[config.mk]
export PLATFORM = sky130hd
export DESIGN_NAME = axi4_bch_drop_sender
export DESIGN_NICKNAME = d
export VERILOG_FILES = /design/src/rtl/axi4_bch_drop_sender.sv
export SDC_FILE = /design/constraint.sdc
export NUM_CORES = 1
export LEC_CHECK = 0
export BUFFER_PORTS_ARGS = -buffer_cell sky130_fd_sc_hd__clkbuf_2
export CORE_MARGIN = 1.5
export CORE_UTILIZATION = 50
export CTS_CLUSTER_SIZE = 25
export DETAILED_ROUTE_END_ITERATION = 8
export GPL_TIMING_DRIVEN = 1
export HOLD_SLACK_MARGIN = 0.12
export PLACE_DENSITY = 0.86
export SYNTH_ARGS = -nofsm -noshare
export SYNTH_HDL_FRONTEND = slang
export SYNTH_SLANG_ARGS = --single-unit
[constraint.sdc]
create_clock -name axi4_aclk -period 2.6 [get_ports axi4_aclk]
set_input_delay 0.26 -clock axi4_aclk [delete_from_list [all_inputs] [get_ports axi4_aclk]]
set_output_delay 0.26 -clock axi4_aclk [all_outputs]
set_load 0.005 [all_outputs]
[src/rtl/axi4_bch_drop_sender.sv]
// Write-response sender for the RAB slave side: injects local B responses for dropped AW
// transactions once their W bursts complete, and shares the slave B channel with forwarded master responses.
module axi4_bch_drop_sender #(
  parameter int C_AXI_ID_WIDTH   = 10,
  parameter int C_AXI_USER_WIDTH = 4,
  parameter int DROP_FIFO_DEPTH  = 4,
  parameter int ORDER_FIFO_DEPTH = 8,
  parameter int C_CNT_WIDTH      = 16
) (
  input  logic                        axi4_aclk,
  input  logic                        axi4_arstn,
  input  logic                        trans_valid,
  input  logic                        trans_drop,
  input  logic [C_AXI_ID_WIDTH-1:0]   trans_id,
  input  logic [1:0]                  trans_resp,
  output logic                        trans_ready,
  input  logic                        s_axi4_wvalid,
  input  logic                        s_axi4_wready,
  input  logic                        s_axi4_wlast,
  output logic [C_AXI_ID_WIDTH-1:0]   s_axi4_bid,
  output logic [1:0]                  s_axi4_bresp,
  output logic [C_AXI_USER_WIDTH-1:0] s_axi4_buser,
  output logic                        s_axi4_bvalid,
  input  logic                        s_axi4_bready,
  input  logic [C_AXI_ID_WIDTH-1:0]   m_axi4_bid,
  input  logic [1:0]                  m_axi4_bresp,
  input  logic [C_AXI_USER_WIDTH-1:0] m_axi4_buser,
  input  logic                        m_axi4_bvalid,
  output logic                        m_axi4_bready,
  output logic [C_CNT_WIDTH-1:0]      drop_cnt,
  output logic                        protocol_err
);

  // state    | meaning
  // ARB_FREE | no B handshake in flight, grant chosen round-robin each cycle
  // ARB_LINJ | injected response presented without bready, grant held on inject
  // ARB_LMST | forwarded response presented without bready, grant held on master
  typedef enum logic [1:0] {ARB_FREE, ARB_LINJ, ARB_LMST} arb_state_e;

  localparam int OAW = $clog2(ORDER_FIFO_DEPTH);
  localparam int DAW = $clog2(DROP_FIFO_DEPTH);
  localparam int DW  = C_AXI_ID_WIDTH + 2;

  localparam logic [OAW:0]         ORD_ONE = 1;
  localparam logic [DAW:0]         DRP_ONE = 1;
  localparam logic [C_CNT_WIDTH-1:0] CNT_ONE = 1;

  logic [ORDER_FIFO_DEPTH-1:0] ord_mem_q;
  logic [OAW:0]                ord_wr_q, ord_wr_d, ord_rd_q, ord_rd_d;
  logic [DW-1:0]               drop_mem_q [DROP_FIFO_DEPTH];
  logic [DAW:0]                drop_wr_q, drop_wr_d, drop_rd_q, drop_rd_d;
  logic [DAW:0]                wl_cnt_q, wl_cnt_d;
  logic [C_CNT_WIDTH-1:0]      drop_cnt_q, drop_cnt_d;
  logic                        perr_q, perr_d;
  logic                        last_inj_q, last_inj_d;
  arb_state_e                  arb_q, arb_d;

  logic ord_empty, ord_full, drop_empty, drop_full;
  logic trans_hs, wl_hs, bypass, ord_push, ord_pop, drop_push, wl_drop;
  logic inj_req, gnt_inj, inj_hs, fwd_hs;
  logic [DW-1:0] drop_head;

  assign ord_empty  = (ord_wr_q == ord_rd_q);
  assign ord_full   = (ord_wr_q[OAW] != ord_rd_q[OAW]) &&
                      (ord_wr_q[OAW-1:0] == ord_rd_q[OAW-1:0]);
  assign drop_empty = (drop_wr_q == drop_rd_q);
  assign drop_full  = (drop_wr_q[DAW] != drop_rd_q[DAW]) &&
                      (drop_wr_q[DAW-1:0] == drop_rd_q[DAW-1:0]);
  assign drop_head  = drop_mem_q[drop_rd_q[DAW-1:0]];

  assign trans_ready = ~ord_full & ~drop_full;
  assign trans_hs    = trans_valid & trans_ready;
  assign wl_hs       = s_axi4_wvalid & s_axi4_wready & s_axi4_wlast;

  // A W last arriving with an empty order FIFO consumes a same-cycle decision directly.
  assign bypass    = wl_hs & ord_empty & trans_hs;
  assign ord_pop   = wl_hs & ~ord_empty;
  assign ord_push  = trans_hs & ~bypass;
  assign drop_push = trans_hs & trans_drop;
  assign wl_drop   = bypass ? trans_drop : (ord_pop & ord_mem_q[ord_rd_q[OAW-1:0]]);

  assign inj_req = ~drop_empty & (wl_cnt_q != '0);

  always_comb begin
    arb_d         = ARB_FREE;
    gnt_inj       = 1'b0;
    s_axi4_bid    = m_axi4_bid;
    s_axi4_bresp  = m_axi4_bresp;
    s_axi4_buser  = m_axi4_buser;
    s_axi4_bvalid = m_axi4_bvalid;
    m_axi4_bready = s_axi4_bready;
    case (arb_q)
      ARB_FREE: gnt_inj = inj_req & (~m_axi4_bvalid | ~last_inj_q);
      ARB_LINJ: gnt_inj = 1'b1;
      ARB_LMST: gnt_inj = 1'b0;
      default:  gnt_inj = 1'b0;
    endcase
    if (gnt_inj) begin
      s_axi4_bid    = drop_head[DW-1:2];
      s_axi4_bresp  = drop_head[1:0];
      s_axi4_buser  = '0;
      s_axi4_bvalid = 1'b1;
      m_axi4_bready = 1'b0;
    end
    if (s_axi4_bvalid & ~s_axi4_bready) arb_d = gnt_inj ? ARB_LINJ : ARB_LMST;
  end

  assign inj_hs = gnt_inj & s_axi4_bready;
  assign fwd_hs = ~gnt_inj & m_axi4_bvalid & s_axi4_bready;

  always_comb begin
    ord_wr_d   = ord_push  ? ord_wr_q + ORD_ONE  : ord_wr_q;
    ord_rd_d   = ord_pop   ? ord_rd_q + ORD_ONE  : ord_rd_q;
    drop_wr_d  = drop_push ? drop_wr_q + DRP_ONE : drop_wr_q;
    drop_rd_d  = inj_hs    ? drop_rd_q + DRP_ONE : drop_rd_q;
    drop_cnt_d = inj_hs    ? drop_cnt_q + CNT_ONE : drop_cnt_q;
    wl_cnt_d   = wl_cnt_q;
    if (wl_drop & ~inj_hs)      wl_cnt_d = wl_cnt_q + DRP_ONE;
    else if (~wl_drop & inj_hs) wl_cnt_d = wl_cnt_q - DRP_ONE;
    perr_d     = perr_q | (wl_hs & ord_empty & ~trans_hs);
    last_inj_d = last_inj_q;
    if (inj_hs)      last_inj_d = 1'b1;
    else if (fwd_hs) last_inj_d = 1'b0;
  end

  always_ff @(posedge axi4_aclk or negedge axi4_arstn) begin
    if (!axi4_arstn) begin
      ord_wr_q   <= '0;
      ord_rd_q   <= '0;
      drop_wr_q  <= '0;
      drop_rd_q  <= '0;
      wl_cnt_q   <= '0;
      drop_cnt_q <= '0;
      perr_q     <= 1'b0;
      last_inj_q <= 1'b1;
      arb_q      <= ARB_FREE;
    end else begin
      ord_wr_q   <= ord_wr_d;
      ord_rd_q   <= ord_rd_d;
      drop_wr_q  <= drop_wr_d;
      drop_rd_q  <= drop_rd_d;
      wl_cnt_q   <= wl_cnt_d;
      drop_cnt_q <= drop_cnt_d;
      perr_q     <= perr_d;
      last_inj_q <= last_inj_d;
      arb_q      <= arb_d;
    end
  end

  // Storage needs no reset: occupancy is tracked entirely by the pointers.
  always_ff @(posedge axi4_aclk) begin
    if (ord_push)  ord_mem_q[ord_wr_q[OAW-1:0]] <= trans_drop;
    if (drop_push) drop_mem_q[drop_wr_q[DAW-1:0]] <= {trans_id, trans_resp};
  end

  assign drop_cnt     = drop_cnt_q;
  assign protocol_err = perr_q;

endmodule

==> metrics, run 1 <==
count of TritonRoute iterations in the first routing pass=4; wire length after detailed routing=8.30 mm; count of yosys warnings during synthesis=0; Max H-tree Level=3; via count of the first global-routing pass=2576; count of fill cells added during filler insertion=583; Die Outline Area=8950 um^2; worst path cell trace=xor2_1 > buf_4 > o41a_1 > nand2_1 > ha_2 > inv_2 > fa_1 > xor2_1 > nor2_1 > xor2_1; endpoints failing hold=0; Synth Area per Inst=15.5 um^2; kind of start point of the critical path=flop; combined area of the multi-input logic cells=1550 um^2; met3 routed wirelength=414 um; GP Congestion=0.779; Chip Height=94.6 um; maximum net fanout on the critical path=5; total DRC errors in the routed layout=0; leakage=2.13 nW; number of top-level design ports=73; Tcrit/Tclk final=98.3%; clock tree skew after final layout=0.0170 ns; fraction of power spent switching nets=35.6%; clock tree buffer depth=2; final hold slack=0.134 ns; f_max=391 MHz; proportion of layout cells with a drive suffix above 1=39.5%; number of CTS-inserted buffers=9; max-slew violation count=0; met2 routed wirelength=4.22 mm; CP max stage cell=o41a_1; Skew-Pair Late Insertion Delay=0.37 ns; post-detailed-route via-to-cell ratio=5.48; core box area=8180 um^2; number of setup violations in the final report=0; GRT Util Overall=19.1%; buffering stage count on the worst path with inverters included=2; post-synthesis net count=318; worst vdd ir=431 uV; top layer reached by signal wires=met4; Critical Path Stages=10; setup repair after global routing missed its margin=true; horizontal extent of the die=94.6 um; fin util=62.7%; n_diodes=0; routed length on met1=3.50 mm; post-synthesis cell count=271; count of max-cap constraint violations=0; most frequent cells in the layout=clkbuf_2 (73), edfxtp_1 (56), dfrtp_1 (34); relative contribution of the clock network to total power=17.0%; Worst EP required=2.90 ns; area delta synth->final=22.2%; CTS tree=done; CP Class=reg -> reg; routed vias=2642; run status=finished clean; CP endpoint kind=flop; Rel. slew slack=37.1%; distinct cell type count of the synthesized netlist=40; power density over the cells=1140 nW/um^2; initial antenna violation count=0; count of standard-cell rows=33; sequential element share of the synthesized area=62.1%; number of nets in the layout=419; CTS sink cnt=93; dpl hpwl=5.36 mm; leading cell type in the layout, fill and taps excluded=clkbuf_2; Worst-path clk slew=0.10 ns; share of power burned in combinational logic=44.8%; power share of the sequential group=38.2%; slowest stage delay, CP=0.48 ns; Most used DFF post-synth=edfxtp_1; cell repeated most along the worst path=xor2_1; Pwr Total=5.83 mW; initial standard-cell utilization of the core=51.3%; Post-synth ARST share=39.8%; NetSw=2.07 mW; final period demand of the worst path=2.56 ns; worst min path class=in -> reg; cell internal pwr=3.76 mW; number of nets still failing antenna checks after routing=0; post-synth design cell area=4200 um^2; residual overflow from global routing=0; number of flops mapped to enable cells by yosys=56; R2R cell count=10; signal arrival time at the worst endpoint=2.85 ns; first-pass GRT wire length=12.6 mm; number of buffers inserted by port buffering=72; Sequential Area=2610 um^2; delay-heaviest family, CP=adder cells; hold depth=1; routed length per instance=17.2 um; worst-margin pin slew=0.943 ns; number of synthesized register bits=93; pin count of the biggest net entering global routing=38; clock root buffer=clkbuf_8; DRC violation total after the first TritonRoute iteration=104
-- registers in the layout, indices dropped and copies added, names as in the netlist --
register,cells
arb_q,2
drop_cnt,16
drop_mem_q,48
drop_rd_q,3
drop_wr_q,3
last_inj_q,1
ord_mem_q,8
ord_rd_q,4
ord_wr_q,4
protocol_err,1
wl_cnt_q,3
-- kinds of logic after synthesis --
kind of cell,synth area share (%)
multiplexers,12.6
adder cells (fa/ha/maj),3.16
AND/OR/NAND/NOR,10.5
flip-flops,62.1
AO/OA/AOI/OAI,2.12
XOR/XNOR,7.72
buffers and inverters,1.76
-- path summary, 6_finish.rpt --
kind / startpoint / endpoint / slack (ns)
setup / recovery: drop_wr_q[1] / wl_cnt_q[2] / 0.04
min in group asynchronous: axi4_arstn / drop_cnt[12] / 0.55
hold / removal: trans_id[4] / drop_mem_q[2][6] / 0.13
setup reg to reg: drop_wr_q[1] / wl_cnt_q[2] / 0.04
max in group asynchronous: axi4_arstn / drop_wr_q[1] / 1.39
hold reg to reg: drop_cnt[15] / drop_cnt[15] / 0.48
-- per-stage QoR --
stage	area, um^2	setup TNS (ns)	setup slack [ns]	cells
CTS	5070	0	0.00189	479
global placement	4750	0	0.112	453
global route	5130	-0.0259	-0.0156	482
detailed placement	4750	-0.0360	-0.0360	453
finish	5130	0	0.0449	482
floorplan	4200	0	0.000489	271
-- power by group through the flow --
stage | clock, mW | combinational [mW] | sequential (mW)
after floorplan | 0 | 1.62 | 2.15
after global placement | 0 | 2.25 | 2.21
after detailed placement | 0 | 2.36 | 2.24
after CTS | 0.998 | 2.50 | 2.21
after global routing | 1.06 | 2.86 | 2.27
final | 0.992 | 2.61 | 2.22
-- repair_timing --
item	in CTS	in global routing
hold buffers	8	0
pin swaps	1	2
gates cloned	0	0
gates resized for setup	1	8
setup endpoints to repair	19	18
buffers inserted	2	3
hold endpoints to repair	61	0
-- per-layer routing --
| layer | vias up | global-route usage (%) |
|---|---|---|
| met4 | 0 | 9.08 |
| met2 | 80 | 31.6 |
| met3 | 14 | 3.38 |
| met5 | - | 0 |
| met1 | 1318 | 24.3 |
| li1 | 1230 | - |
-- worst register-to-register path, delay by kind of cell, from the launching register on --
family / cells / cell delay (ns)
and+or+nand+nor: 2 / 0.25
AOI/OAI and AO/OA: 1 / 0.48
xor gates and xnor gates: 3 / 0.49
buffers and inverters: 2 / 0.21
adders and majority gates: 2 / 0.63
DFF: 1 / 0.42
-- cell usage after synthesis (2+ instances only) --
library cell / number / share of area, %
edfxtp_1: 56 / 40
buf_2: 2 / 0.24
and3b_1: 2 / 0.42
nor4b_1: 3 / 0.63
xnor2_1: 17 / 3.5
nand3_1: 8 / 0.95
nor2b_1: 6 / 0.89
and4_1: 4 / 0.83
xor2_1: 20 / 4.2
nand2b_1: 2 / 0.30
and3_1: 4 / 0.60
ha_1: 9 / 2.7
dfrtp_1: 36 / 21
inv_1: 5 / 0.45
nor4_1: 6 / 0.89
nor3b_1: 2 / 0.36
nand4_1: 4 / 0.60
nand2_1: 9 / 0.80
o41ai_1: 2 / 0.42
mux2_1: 3 / 0.80
buf_6: 2 / 0.54
clkbuf_1: 6 / 0.54
and2_1: 3 / 0.45
nor3_1: 9 / 1.1
o31a_1: 2 / 0.42
a22o_1: 2 / 0.42
mux4_2: 14 / 7.5
mux2_2: 16 / 4.3
nor2_1: 6 / 0.54
-- area by class of cell --
type                       instances  area share [%]
clock buffer                      12            3.49
clock inverter                     4           0.634
inverter                           5           0.366
multi-input combinational        163            30.3
sequential                        93            50.9
tap                              105            2.56
timing repair buffer             100            11.8
Power figures use the tool's default switching activity.
==> inputs of run 2 (changes only) <==
CORE_ASPECT_RATIO = 1.25   (was not set)
CTS_CLUSTER_DIAMETER = 60   (was not set)
==> run 2 against run 1 <==
  * The flow now finishes with violations (DRC)
  * Combinational power down 3%
  * Clock power fell by 8.2%
  * Cell count decreased by 1.7%
  * Setup slack better by 0.0072 ns
  * Via count shrank 1.3%
  * Sequential share of layout area increased by 0.22 points
  * Power is 2.2% lower
  * Design area shrank 0.24%
  * Wire length down 3.8%
==> metrics, run 2 (synthesis results as in run 1) <==
GRT Util Overall=18.9% (-0.17 points); n_diodes=0 (unchanged); core box area=8190 um^2 (+0.23%); worst-margin pin slew=0.917 ns (-0.0262 ns); Skew-Pair Late Insertion Delay=0.36 ns (about the same); Post-DP Area=4750 um^2 (+0.11%); Chip Height=105 um (+11%); signal arrival time at the worst endpoint=2.29 ns (-0.56 ns); number of buffers inserted by port buffering=72 (unchanged); power density over the cells=1120 nW/um^2 (-1.9%); via count of the first global-routing pass=2683 (+4.2%); Worst-path clk slew=0.09 ns (about the same); Worst EP required=2.34 ns (-0.56 ns); fin util=62.5% (-0.30 points); wire length after detailed routing=7.99 mm (-3.8%); clock tree skew after final layout=0.00819 ns (-0.00882 ns); total DRC errors in the routed layout=9 (+9); CTS tree=done; initial standard-cell utilization of the core=51.2% (-0.12 points); pin count of the biggest net entering global routing=38 (unchanged); NetSw=1.99 mW (-4.2%); proportion of layout cells with a drive suffix above 1=38.7% (-0.80 points); failing checks=DRC; run status=complete, but fails checks; power share of the sequential group=39.8% (+1.6 points); number of nets still failing antenna checks after routing=0 (unchanged); Max H-tree Level=3 (unchanged); count of max-cap constraint violations=0 (unchanged); Die Outline Area=8960 um^2 (about the same); count of standard-cell rows=37 (+12%); Pwr Total=5.71 mW (-2.2%); Tcrit/Tclk final=98.0% (-0.28 points); number of setup violations in the final report=0 (unchanged); clock tree buffer depth=2 (unchanged); maximum net fanout on the critical path=19 (+14); initial antenna violation count=0 (unchanged); first-pass GRT wire length=13.0 mm (+3.2%); routed length per instance=16.9 um (-2.2%); area delta synth->final=21.9%; combined area of the multi-input logic cells=1580 um^2 (+1.4%); f_max=392 MHz (+0.28%); worst vdd ir=476 uV (+11%); Sequential Area=2620 um^2 (+0.19%); max reg flops=48 (unchanged); post-detailed-route via-to-cell ratio=5.50 (+0.34%); routed vias=2607 (-1.3%); horizontal extent of the die=85.0 um (-10%); CP Class=reg -> out; cell internal pwr=3.72 mW (-1.0%); clock root buffer=clkbuf_8; DRC violation total after the first TritonRoute iteration=186 (+79%); Rel. slew slack=38.9% (+1.7 points); count of fill cells added during filler insertion=596 (+2.2%); leakage=2.11 nW (-0.93%); number of CTS-inserted buffers=9 (unchanged); fin area=5120 um^2 (-0.24%); GP Congestion=0.817 (+4.9%); most frequent cells in the layout=clkbuf_2 (72), edfxtp_1 (56), dfrtp_1 (30); dpl hpwl=5.45 mm (+1.8%); final period demand of the worst path=2.55 ns (-0.00723 ns); number of nets in the layout=419 (unchanged); relative contribution of the clock network to total power=16.0% (-1.0 points); endpoints failing hold=0 (unchanged); share of power burned in combinational logic=44.2% (-0.6 points); leading cell type in the layout, fill and taps excluded=clkbuf_2; worst min path class=in -> reg; residual overflow from global routing=0 (unchanged); CP endpoint kind=output pin; max-slew violation count=0 (unchanged); kind of start point of the critical path=flop; CTS sink cnt=93 (unchanged); fraction of power spent switching nets=34.8% (-0.73 points); number of top-level design ports=73 (unchanged); count of TritonRoute iterations in the first routing pass=6 (+2)
## run 2: changes by cell type in the layout (fill, tap and decap cells not counted), sizes merged
cell	change
inv	-3
bufinv	+1
buf	-2
clkbuf	+1
dlygate4sd3	+2
clkinv	+1
## run 2: layout make-up
cell class	instances	share of cell area, %
clock inverter	3	0.758
inverter	5	0.367
clock buffer	13	2.71
timing repair buffer	100	11.9
multi-input combinational	163	30.8
tap	97	2.37
sequential	93	51.1
## run 2: layer usage
metal	GRT usage (%)	vias to the layer above	share of wire, %
li1	-	1233	-
met1	23.9	1303	43
met2	31.7	59	52
met3	3.13	12	3.6
met4	8.67	0	1.5
met5	0	-	0
## run 2: what timing repair did
item,in CTS,in global routing
hold endpoints to repair,70,0
resized for setup,3,14
setup buffers,0,1
hold buffers,10,0
pin swaps,0,4
setup endpoints to repair,12,15
## run 2: final timing paths
check / startpoint / end / slack (ns) / cells after the start
min reg2reg: drop_cnt[15] / drop_cnt[15] / 0.47 / 1
max reg2reg: ord_rd_q[1] / wl_cnt_q[1] / 0.14 / 7
max: drop_wr_q[1] / s_axi4_bid[8] / 0.05 / 8
max in group asynchronous: axi4_arstn / ord_rd_q[1] / 1.40 / 2
min: trans_id[0] / drop_mem_q[3][2] / 0.13 / 1
min in group asynchronous: axi4_arstn / drop_cnt[13] / 0.56 / 2
## run 2: critical path, stage by stage, from the launching register on
cell and delay [ns]:
dfrtp_2 0.47, xor2_4 0.22, buf_4 0.16, nor4_2 0.25, buf_4 0.17, nor3_4 0.04
buf_8 0.17, mux2_1 0.32, clkbuf_2 0.12
## run 2: power by group through the flow
stage	clock (mW)	combinational, mW	sequential, mW
2_1_floorplan	0	1.62	2.15
3_3_place_gp	0	2.30	2.22
3_5_place_dp	0	2.39	2.25
4_1_cts	0.923	2.43	2.23
5_1_grt	0.976	2.77	2.32
6_report	0.911	2.52	2.27
## run 2: metrics by stage
step           instances  setup slack [ns]  TNS (ns)  hold slack (ns)
2_1_floorplan        271          0.000489         0          -0.0356
3_3_place_gp         447             0.185         0            0.427
3_5_place_dp         447             0.112         0            0.450
4_1_cts              473            0.0471         0            0.122
5_1_grt              474           -0.0513    -0.127            0.131
6_report             474            0.0522         0            0.134
==> inputs of run 3 (changes only) <==
--- a/config.mk
+++ b/config.mk
@@ -10,3 +10,4 @@
 export CORE_MARGIN = 1.5
-export CORE_UTILIZATION = 50
+export CORE_UTILIZATION = 52
+export CTS_BUF_LIST = sky130_fd_sc_hd__clkbuf_8
 export CTS_CLUSTER_DIAMETER = 60
@@ -16,3 +17,3 @@
 export HOLD_SLACK_MARGIN = 0.12
-export PLACE_DENSITY = 0.86
+export PLACE_DENSITY = 0.89
 export SYNTH_ARGS = -nofsm -noshare
==> constraint.sdc (replaced) <==
create_clock -name axi4_aclk -period 2.6 [get_ports axi4_aclk]
set_input_delay 0.52 -clock axi4_aclk [delete_from_list [all_inputs] [get_ports axi4_aclk]]
set_output_delay 0.52 -clock axi4_aclk [all_outputs]
set_load 0.005 [all_outputs]
==> run 3 against run 2 <==
  * Global-route usage up 0.62 points
  * Maximum frequency down 2.9%
  * The flow finishes with violations (setup timing)
  * Worst hold slack better by 0.15 ns
==> metrics, run 3 (synthesis results as in run 1) <==
Skew-Pair Late Insertion Delay=0.36 ns (about the same); GP Congestion=0.815 (-0.26%); pre-CTS WS=0.0875 ns (-0.0248 ns); combined area of the multi-input logic cells=1600 um^2 (+1.6%); residual overflow from global routing=0 (unchanged); routed length per instance=17.0 um (+0.98%); clock tree buffer depth=2 (unchanged); endpoints failing hold=0 (unchanged); clock root buffer=clkbuf_8; post-detailed-route via-to-cell ratio=5.53 (+0.58%); count of standard-cell rows=36 (-2.7%); count of TritonRoute iterations in the first routing pass=4 (-2); R2R cell count=9 (+2); source of the worst register-to-register timing path=drop_rd_q[1]; worst vdd ir=1160 uV (+140%); worst-margin pin slew=0.930 ns (+0.0133 ns); core box area=7790 um^2 (-4.9%); max-slew violation count=0 (unchanged); final period demand of the worst path=2.62 ns (+0.0755 ns); wire length after detailed routing=8.00 mm (+0.13%); CP endpoint kind=output pin; pin count of the biggest net entering global routing=38 (unchanged); count of fill cells added during filler insertion=519 (-13%); slack of the worst reg-to-reg path=0.09 ns (-0.05 ns); maximum net fanout on the critical path=16 (-3); CP Class=reg -> out; failing checks=setup timing; number of top-level design ports=73 (unchanged); CTS sink cnt=93 (unchanged); leading cell type in the layout, fill and taps excluded=clkbuf_2; n_diodes=0 (unchanged); number of CTS-inserted buffers=9 (unchanged); Max H-tree Level=3 (unchanged); DRC violation total after the first TritonRoute iteration=107 (-42%); Rel. slew slack=38.0% (-0.89 points); number of nets still failing antenna checks after routing=0 (unchanged); Chip Height=103 um (-1.9%); count of max-cap constraint violations=0 (unchanged); worst min path class=in -> async; signal arrival time at the worst endpoint=2.10 ns (-0.19 ns); setup repair after global routing missed its margin=true; clock tree skew after final layout=0.00777 ns (-0.000422 ns); number of setup violations in the final report=9 (+9); final hold slack=0.286 ns (+0.153 ns); number of buffers inserted by port buffering=72 (unchanged); endpoint of the most critical register-to-register path=wl_cnt_q[1]; total DRC errors in the routed layout=0 (-9); GRT Util Overall=19.5% (+0.62 points); Tcrit/Tclk final=101% (+2.9 points); leakage=2.13 nW (+1.0%); dpl hpwl=5.61 mm (+2.9%); initial antenna violation count=0 (unchanged); power density over the cells=1160 nW/um^2 (+4.3%); Die Outline Area=8620 um^2 (-3.7%); initial standard-cell utilization of the core=53.9% (+2.6 points); Worst EP required=2.08 ns (-0.26 ns); number of buffers inserted by hold repair at cts=0 (-10); Sequential Area=2610 um^2 (about the same); slack of the critical path=-0.0233 ns (-0.0755 ns); number of nets in the layout=417 (-0.48%); routed vias=2600 (-0.27%); via count of the first global-routing pass=2691 (+0.30%); area delta synth->final=22.4%; proportion of layout cells with a drive suffix above 1=42.4% (+3.7 points); f_max=381 MHz (-2.9%); first-pass GRT wire length=12.8 mm (-1.7%); max reg flops=48 (unchanged); run status=complete, but fails checks; Worst-path clk slew=0.09 ns (about the same); CTS tree=done; kind of start point of the critical path=flop; horizontal extent of the die=83.4 um (-1.9%); most frequent cells in the layout=clkbuf_2 (69), edfxtp_1 (56), dfrtp_1 (32)
-- run 3: changes by cell type in the layout (fill, tap and decap cells not counted), moves of 3 or more --
| cell | previous run | this run |
|---|---|---|
| buf_2 | 0 | 3 |
| buf_4 | 16 | 24 |
| clkbuf_1 | 4 | 0 |
| clkbuf_2 | 72 | 69 |
| dlygate4sd3_1 | 10 | 0 |
-- run 3: how the worst max path moves through the flow --
stage / start / end
2_1_floorplan: drop_rd_q[0] / wl_cnt_q[2]
3_3_place_gp: m_axi4_bvalid / s_axi4_bid[9]
3_5_place_dp: m_axi4_bvalid / s_axi4_bid[9]
4_1_cts: arb_q[0] / s_axi4_bid[2]
5_1_grt: arb_q[0] / s_axi4_bresp[1]
6_report: arb_q[0] / s_axi4_bid[2]
-- run 3: report_power, final --
group          switching, mW  total, mW  internal [mW]
sequential             0.319       2.23           1.91
clock                  0.491       1.03          0.536
combinational           1.24       2.72           1.47
total                   2.05       5.97           3.92
-- run 3: cell type report --
type	count	share of cell area [%]
flip-flops and latches	93	50.9
multi-input cells	163	31.2
repair buffers	98	11.1
clock buffers	9	2.41
well taps	95	2.31
clock inverters	7	1.75
inverters	5	0.365
-- run 3: critical path, cell delays in order (launching register included) --
cell and delay, ns:
dfrtp_2 0.40, and3b_1 0.21, or2_4 0.27, nor3_4 0.21, buf_12 0.18, mux2_2 0.34
clkbuf_2 0.11
-- run 3: stage by stage --
stage	total power [mW]	util, %	setup TNS, ns	cells	area, um^2
final	5.97	65.9	-0.119	470	5140
after global placement	4.55	61.2	0	446	4770
after floorplan	3.76	-	0	271	4200
after detailed placement	4.68	61.2	0	446	4770
after CTS	5.93	65.4	-0.00724	466	5100
after global routing	6.35	65.9	-0.981	470	5140
-- run 3: repair_timing --
item,4_1_cts,5_1_grt
resized for setup,15,8
setup buffers,4,4
pin swaps,0,2
setup endpoints to repair,18,18
-- run 3: metal layers --
layer  routed length [um]  up-vias  GRT usage [%]  share of wire, %
li1                     -     1222              -                 -
met1                 3300     1302           23.2                41
met2                 4210       63           34.0                53
met3                  315       13           4.29               3.9
met4                  170        0           10.0               2.1
met5                    0        -              0                 0
